==> src/rtl/priority_resolver_isr.sv <==
`default_nettype none
// ============================================================================
// Module   : priority_resolver_isr
// Desc     : 8259-style priority resolver and in-service register. Picks the
//            highest-priority unmasked request under a rotating priority
//            order with full nesting, runs the two-pulse INTA handshake,
//            drives the vector byte and executes OCW2 EOI/rotate commands.
// Revision : 1.0 - initial release
// ============================================================================
module priority_resolver_isr (
  input  logic       clk,
  input  logic       rst_n,
  input  logic [7:0] IRR_priority,
  input  logic [7:0] IMR,
  input  logic       AEOI,
  input  logic [4:0] VECTOR_T,
  input  logic       OCW2_VALID,
  input  logic [2:0] OCW2_CMD,
  input  logic [2:0] OCW2_LEVEL,
  input  logic       INTA_N,
  output logic       INT,
  output logic [7:0] INTA_1,
  output logic       INTA_FREEZE,
  output logic [7:0] ISR,
  output logic [7:0] DATA_OUT,
  output logic       DATA_OE
);

  localparam logic [1:0] S_IDLE = 2'd0;
  localparam logic [1:0] S_ACK1 = 2'd1;
  localparam logic [1:0] S_GAP  = 2'd2;
  localparam logic [1:0] S_ACK2 = 2'd3;

  localparam logic [2:0] C_SPURIOUS_LVL = 3'd7;
  localparam logic [2:0] C_LP_RESET     = 3'd7;

  localparam logic [2:0] C_OCW_NS_EOI  = 3'b001;
  localparam logic [2:0] C_OCW_SP_EOI  = 3'b011;
  localparam logic [2:0] C_OCW_ROT_NS  = 3'b101;
  localparam logic [2:0] C_OCW_ROT_SP  = 3'b111;
  localparam logic [2:0] C_OCW_SET_PRI = 3'b110;

  // Reorders a level vector so bit 0 is the current highest-priority level
  // (LP+1) and bit 7 is the lowest (LP).
  function automatic logic [7:0] rot_to_prio(input logic [7:0] vec, input logic [2:0] lp);
    logic [7:0] rot;
    rot = 8'h00;
    for (int i = 0; i < 8; i++) begin
      rot[i] = vec[3'(i) + lp + 3'd1];
    end
    return rot;
  endfunction

  // Index of the lowest set bit (0 when the vector is empty).
  function automatic logic [2:0] first_set(input logic [7:0] vec);
    logic [2:0] idx;
    idx = 3'd0;
    for (int i = 7; i >= 0; i--) begin
      if (vec[i]) idx = 3'(i);
    end
    return idx;
  endfunction

  logic [1:0] r_state;
  logic [7:0] r_isr;
  logic [2:0] r_lp;
  logic [2:0] r_ackw;
  logic       r_spur;
  logic       r_int;
  logic [7:0] r_inta_1;
  logic       r_inta_n_d;
  logic       r_armed;

  logic [7:0] w_req_rot;
  logic [7:0] w_isr_rot;
  logic       w_isr_any;
  logic [2:0] w_h_rot;
  logic [7:0] w_nest_mask;
  logic [7:0] w_elig_rot;
  logic       w_any_elig;
  logic [2:0] w_win;
  logic [2:0] w_hi;
  logic       w_fall;
  logic       w_ack_start;
  logic [7:0] w_ocw_clr;
  logic       w_lp_load;
  logic [2:0] w_lp_val;
  logic [1:0] w_state_next;
  logic [7:0] w_isr_set;
  logic [7:0] w_aeoi_clr;
  logic [7:0] w_isr_next;

  // Work in priority space: bit 0 = highest priority. Everything below the
  // highest in-service level in that space is allowed to nest.
  assign w_req_rot   = rot_to_prio(IRR_priority & ~IMR, r_lp);
  assign w_isr_rot   = rot_to_prio(r_isr, r_lp);
  assign w_isr_any   = |r_isr;
  assign w_h_rot     = first_set(w_isr_rot);
  assign w_nest_mask = w_isr_any ? ((8'd1 << w_h_rot) - 8'd1) : 8'hFF;
  assign w_elig_rot  = w_req_rot & w_nest_mask;
  assign w_any_elig  = |w_elig_rot;
  assign w_win       = first_set(w_elig_rot) + r_lp + 3'd1;
  assign w_hi        = w_h_rot + r_lp + 3'd1;

  // A falling edge only counts once INTA_N has been seen high since reset,
  // so a strobe already low at reset release cannot start a sequence.
  assign w_fall      = r_armed & r_inta_n_d & ~INTA_N;
  assign w_ack_start = (r_state == S_IDLE) & w_fall;

  // OCW2 command decode: ISR bits to clear and optional new lowest priority
  always_comb begin
    w_ocw_clr = 8'h00;
    w_lp_load = 1'b0;
    w_lp_val  = r_lp;
    if (OCW2_VALID) begin
      case (OCW2_CMD)
        C_OCW_NS_EOI: begin
          if (w_isr_any) w_ocw_clr = 8'd1 << w_hi;
        end
        C_OCW_SP_EOI: begin
          w_ocw_clr = 8'd1 << OCW2_LEVEL;
        end
        C_OCW_ROT_NS: begin
          if (w_isr_any) begin
            w_ocw_clr = 8'd1 << w_hi;
            w_lp_load = 1'b1;
            w_lp_val  = w_hi;
          end
        end
        C_OCW_ROT_SP: begin
          w_ocw_clr = 8'd1 << OCW2_LEVEL;
          w_lp_load = 1'b1;
          w_lp_val  = OCW2_LEVEL;
        end
        C_OCW_SET_PRI: begin
          w_lp_load = 1'b1;
          w_lp_val  = OCW2_LEVEL;
        end
        default: begin
        end
      endcase
    end
  end

  // Acknowledge sequencer next state plus the ISR set/clear it requests
  always_comb begin
    w_state_next = r_state;
    w_isr_set    = 8'h00;
    w_aeoi_clr   = 8'h00;
    case (r_state)
      S_IDLE: begin
        if (w_fall) begin
          w_state_next = S_ACK1;
          if (w_any_elig) w_isr_set = 8'd1 << w_win;
        end
      end
      S_ACK1: begin
        if (INTA_N) w_state_next = S_GAP;
      end
      S_GAP: begin
        if (w_fall) w_state_next = S_ACK2;
      end
      S_ACK2: begin
        if (INTA_N) begin
          w_state_next = S_IDLE;
          if (AEOI && !r_spur) w_aeoi_clr = 8'd1 << r_ackw;
        end
      end
      default: w_state_next = S_IDLE;
    endcase
  end

  // Set wins over a same-cycle clear of the same bit
  assign w_isr_next = (r_isr & ~(w_ocw_clr | w_aeoi_clr)) | w_isr_set;

  // INTA_N edge detector and post-reset arming
  always_ff @(posedge clk or negedge rst_n) begin
    if (!rst_n) begin
      r_inta_n_d <= 1'b1;
      r_armed    <= 1'b0;
    end else begin
      r_inta_n_d <= INTA_N;
      if (INTA_N) r_armed <= 1'b1;
    end
  end

  // Sequence state, latched acknowledge level, INT and the INTA_1 pulse
  always_ff @(posedge clk or negedge rst_n) begin
    if (!rst_n) begin
      r_state  <= S_IDLE;
      r_ackw   <= 3'd0;
      r_spur   <= 1'b0;
      r_int    <= 1'b0;
      r_inta_1 <= 8'h00;
    end else begin
      r_state  <= w_state_next;
      r_int    <= (w_state_next == S_IDLE) & w_any_elig;
      r_inta_1 <= w_isr_set;
      if (w_ack_start) begin
        r_ackw <= w_any_elig ? w_win : C_SPURIOUS_LVL;
        r_spur <= ~w_any_elig;
      end
    end
  end

  // In-service register and rotating lowest-priority pointer
  always_ff @(posedge clk or negedge rst_n) begin
    if (!rst_n) begin
      r_isr <= 8'h00;
      r_lp  <= C_LP_RESET;
    end else begin
      r_isr <= w_isr_next;
      if (w_lp_load) r_lp <= w_lp_val;
    end
  end

  assign INT         = r_int;
  assign INTA_1      = r_inta_1;
  assign INTA_FREEZE = (r_state != S_IDLE);
  assign ISR         = r_isr;
  assign DATA_OE     = (r_state == S_ACK2) & ~INTA_N;
  assign DATA_OUT    = DATA_OE ? {VECTOR_T, r_ackw} : 8'h00;

endmodule
`default_nettype wire

==> config.mk <==
export PLATFORM = sky130hd
export DESIGN_NAME = priority_resolver_isr
export DESIGN_NICKNAME = d
export VERILOG_FILES = /design/src/rtl/priority_resolver_isr.sv
export SDC_FILE = /design/constraint.sdc
export NUM_CORES = 1
export LEC_CHECK = 0
export CAP_MARGIN = 20
export CORE_ASPECT_RATIO = 0.9
export CORE_MARGIN = 2
export CORE_UTILIZATION = 40
export DETAILED_ROUTE_END_ITERATION = 7
export PLACE_DENSITY = 0.72
export REMOVE_ABC_BUFFERS = 1
export SYNTH_ARGS = -nofsm -noshare
export SYNTH_HDL_FRONTEND = slang
export SYNTH_SLANG_ARGS = --single-unit
export TNS_END_PERCENT = 10
==> constraint.sdc <==
create_clock -name clk -period 5.31 [get_ports clk]
set_clock_uncertainty 0.05 [all_clocks]
set_input_delay 1.062 -clock clk [delete_from_list [all_inputs] [get_ports clk]]
set_output_delay 1.062 -clock clk [all_outputs]
set_load 0.01 [all_outputs]
==> impl_metrics.ini <==
[floorplan]
rows = 30
core_um2 = 7620
io_pins = 59
die_x_um = 98.0
die-area_um2 = 8680
die_h_um = 88.6
start_util_pct = 41.8

[drt]
ant_nets = 0
wl_per_cell_um = 18.2
via_count = 3283
remaining_drc_errors = 0
wirelength_um = 9460
drt_iter0_drc = 211
viasPerCell = 6.30
drt-pass1-iter-count = 7

[final_layout]
antenna_cells = 0
nFillCells = 727
final_common_cell = clkdlybuf4s50_1
nets = 466
syn2layout_area_growth_pct = 27.6
mostFrequentLayoutCells = 58 x clkdlybuf4s50_1, 29 x nor2_1, 25 x nand2_1
drive_gt1_share_pct = 16.5
final_area_um2 = 4060

[grt]
track_usage_pct = 21.6
grt_max_degree = 29
grt_pass1_wl_um = 15400
antenna_found_initial = 0
grt.overflow.total = 0
grt_pass1_vias = 3117

[synthesis]
synth.distinct_cells = 69
synthCells = 362
synth_area_leaders = dfrtp_1 19%, mux4_2 9.9%, mux2i_1 5.0%
yosysTopAreaCellShare_pct = 18.9
syn_avg_cell_area_um2 = 8.79
synth-seq-cells = 28
synth_edf_count = 0
synth_area_leader_cell = dfrtp_1
seq_area_frac_synth_pct = 22.2
syn-cell-area_um2 = 3180
synth_ff_type = dfrtp_1
async_flop_share_pct = 100
yosys_warnings = 0

[sta]
fin_crit_ns = 5.14
timing.hold.ws_ns = 0.458
period_share_pct = 96.8
rsz0062_at_grt = true
fin_ws_ns = 0.171
final-hold-violation-count = 0
slew_headroom_pct = 53.1
tightest_slew_ns = 0.703
final_max_slew_viol_count = 0
fmax_mhz = 195
setup_viol_count_final = 0
setup_tns_ns = 0

[cts]
cts_tree = yes
cts_inserted_buffers = 3
post_cts_buffers = 0
clkLatencyLatePin_ns = 0.29
path_clk_slew_ns = 0.10
htree_levels = 1
max-clock-path-buffers = 2
cts_sinks = 28
cts_root_buffer = clkbuf_8

[placement]
preCtsSetupSlack_ns = -0.0567
dpl_cell_area_um2 = 3930
globalplace.congestion = 0.901
io_buffer_count = 58
dp_hpwl_um = 7110

[setup_path]
start_kind = flop
critical_path.max_fanout = 11
critPathCaptureType = flop
reg2regPathDepth = 21
crit_type = flop to flop
arrival_ns = 5.29
r2r_slack_ns = 0.17
critPathRequiredTime_ns = 5.47

[hold_path]
worstHoldPathCells = 1
hp-class = flop to flop

[job]
drv_cap = 0

[run_status]
outcome = complete, no violations
==> cell type report <==
cell class	count	area [um2]	share of cell area, %
Tap cell	96	120	2.96
Timing Repair Buffer	74	712	17.5
Multi-Input combinational cell	309	2410	59.4
Sequential cell	28	706	17.4
Clock inverter	1	30.0	0.740
Clock buffer	3	41.3	1.02
Inverter	10	37.5	0.925
==> layer usage <==
metal	routed length, um	global-route usage (%)	share of wire (%)
met5	0	0	0
met3	709	2.69	7.5
met4	178	5.93	1.9
met1	3890	29.3	41
met2	4680	36.9	49
==> flip-flops by register name (all words and copies together), names as in the netlist <==
name / count
r_armed: 1
r_ackw: 3
r_spur: 1
ISR: 8
INT: 1
r_inta_n_d: 1
r_state: 2
INTA_1: 8
r_lp: 3
==> per-stage QoR <==
stage,cells,util (%)
2_1_floorplan,347,-
3_3_place_gp,517,51.6
3_5_place_dp,517,51.6
4_1_cts,521,52.6
5_1_grt,521,53.3
6_report,521,53.3
==> kinds of logic after synthesis <==
group	count (synthesis)	share of synthesized area, %
AND/OR/NAND/NOR	150	25.9
AO/OA/AOI/OAI	97	21.5
multiplexers	45	20.3
flip-flops	28	22.2
buffers and inverters	25	3.42
XOR/XNOR	9	3.15
adder cells (fa/ha/maj)	8	3.62
==> cell usage after synthesis (all sizes together) (3+ instances only) <==
| cell type | number |
|---|---|
| a211o | 4 |
| a211oi | 3 |
| a21o | 6 |
| a21oi | 17 |
| a22o | 4 |
| a31oi | 3 |
| and2 | 14 |
| and3 | 3 |
| buf | 10 |
| clkbuf | 5 |
| dfrtp | 24 |
| dfstp | 4 |
| ha | 6 |
| inv | 10 |
| mux2 | 15 |
| mux2i | 16 |
| mux4 | 14 |
| nand2 | 26 |
| nand2b | 11 |
| nand3 | 15 |
| nand3b | 3 |
| nand4 | 6 |
| nor2 | 30 |
| nor2b | 6 |
| nor3 | 5 |
| nor3b | 3 |
| nor4 | 11 |
| nor4b | 4 |
| o2111ai | 3 |
| o211ai | 11 |
| o21ai | 19 |
| o22ai | 5 |
| o31ai | 3 |
| or4 | 4 |
| xnor2 | 4 |
| xor2 | 4 |
==> final timing paths <==
| kind | to | start |
|---|---|---|
| max in group asynchronous | r_lp[0] | rst_n |
| min reg2reg | r_armed | r_armed |
| max | ISR[0] | r_lp[1] |
| min | r_armed | r_armed |
| min in group asynchronous | ISR[6] | rst_n |
| max reg2reg | ISR[0] | r_lp[1] |
==> critical path, cell delays in order (launching register included) <==
cell	delay (ns)
dfstp_2	0.54
inv_1	0.05
ha_2	0.41
mux2i_1	0.14
mux4_2	0.56
a221oi_2	0.34
a211o_1	0.22
o21ai_2	0.07
inv_1	0.07
nand2_1	0.05
ha_2	0.24
and2_1	0.15
or4_1	0.54
a32oi_2	0.20
o21ai_1	0.09
ha_1	0.19
inv_1	0.06
fa_1	0.44
nor2_1	0.19
buf_4	0.19
nand3_1	0.12
o211ai_1	0.13
==> repair_timing <==
item / 4_1_cts / 5_1_grt
endpoints found under the setup margin: 14 / 18
cloned: 0 / 0
resized for setup: 2 / 11
pin swaps: 0 / 0
hold buffers: 0 / 0
Power is left out: the tool's default activity adds up to more than one toggle a clock period on the data nets, which glitch-free logic cannot reach.
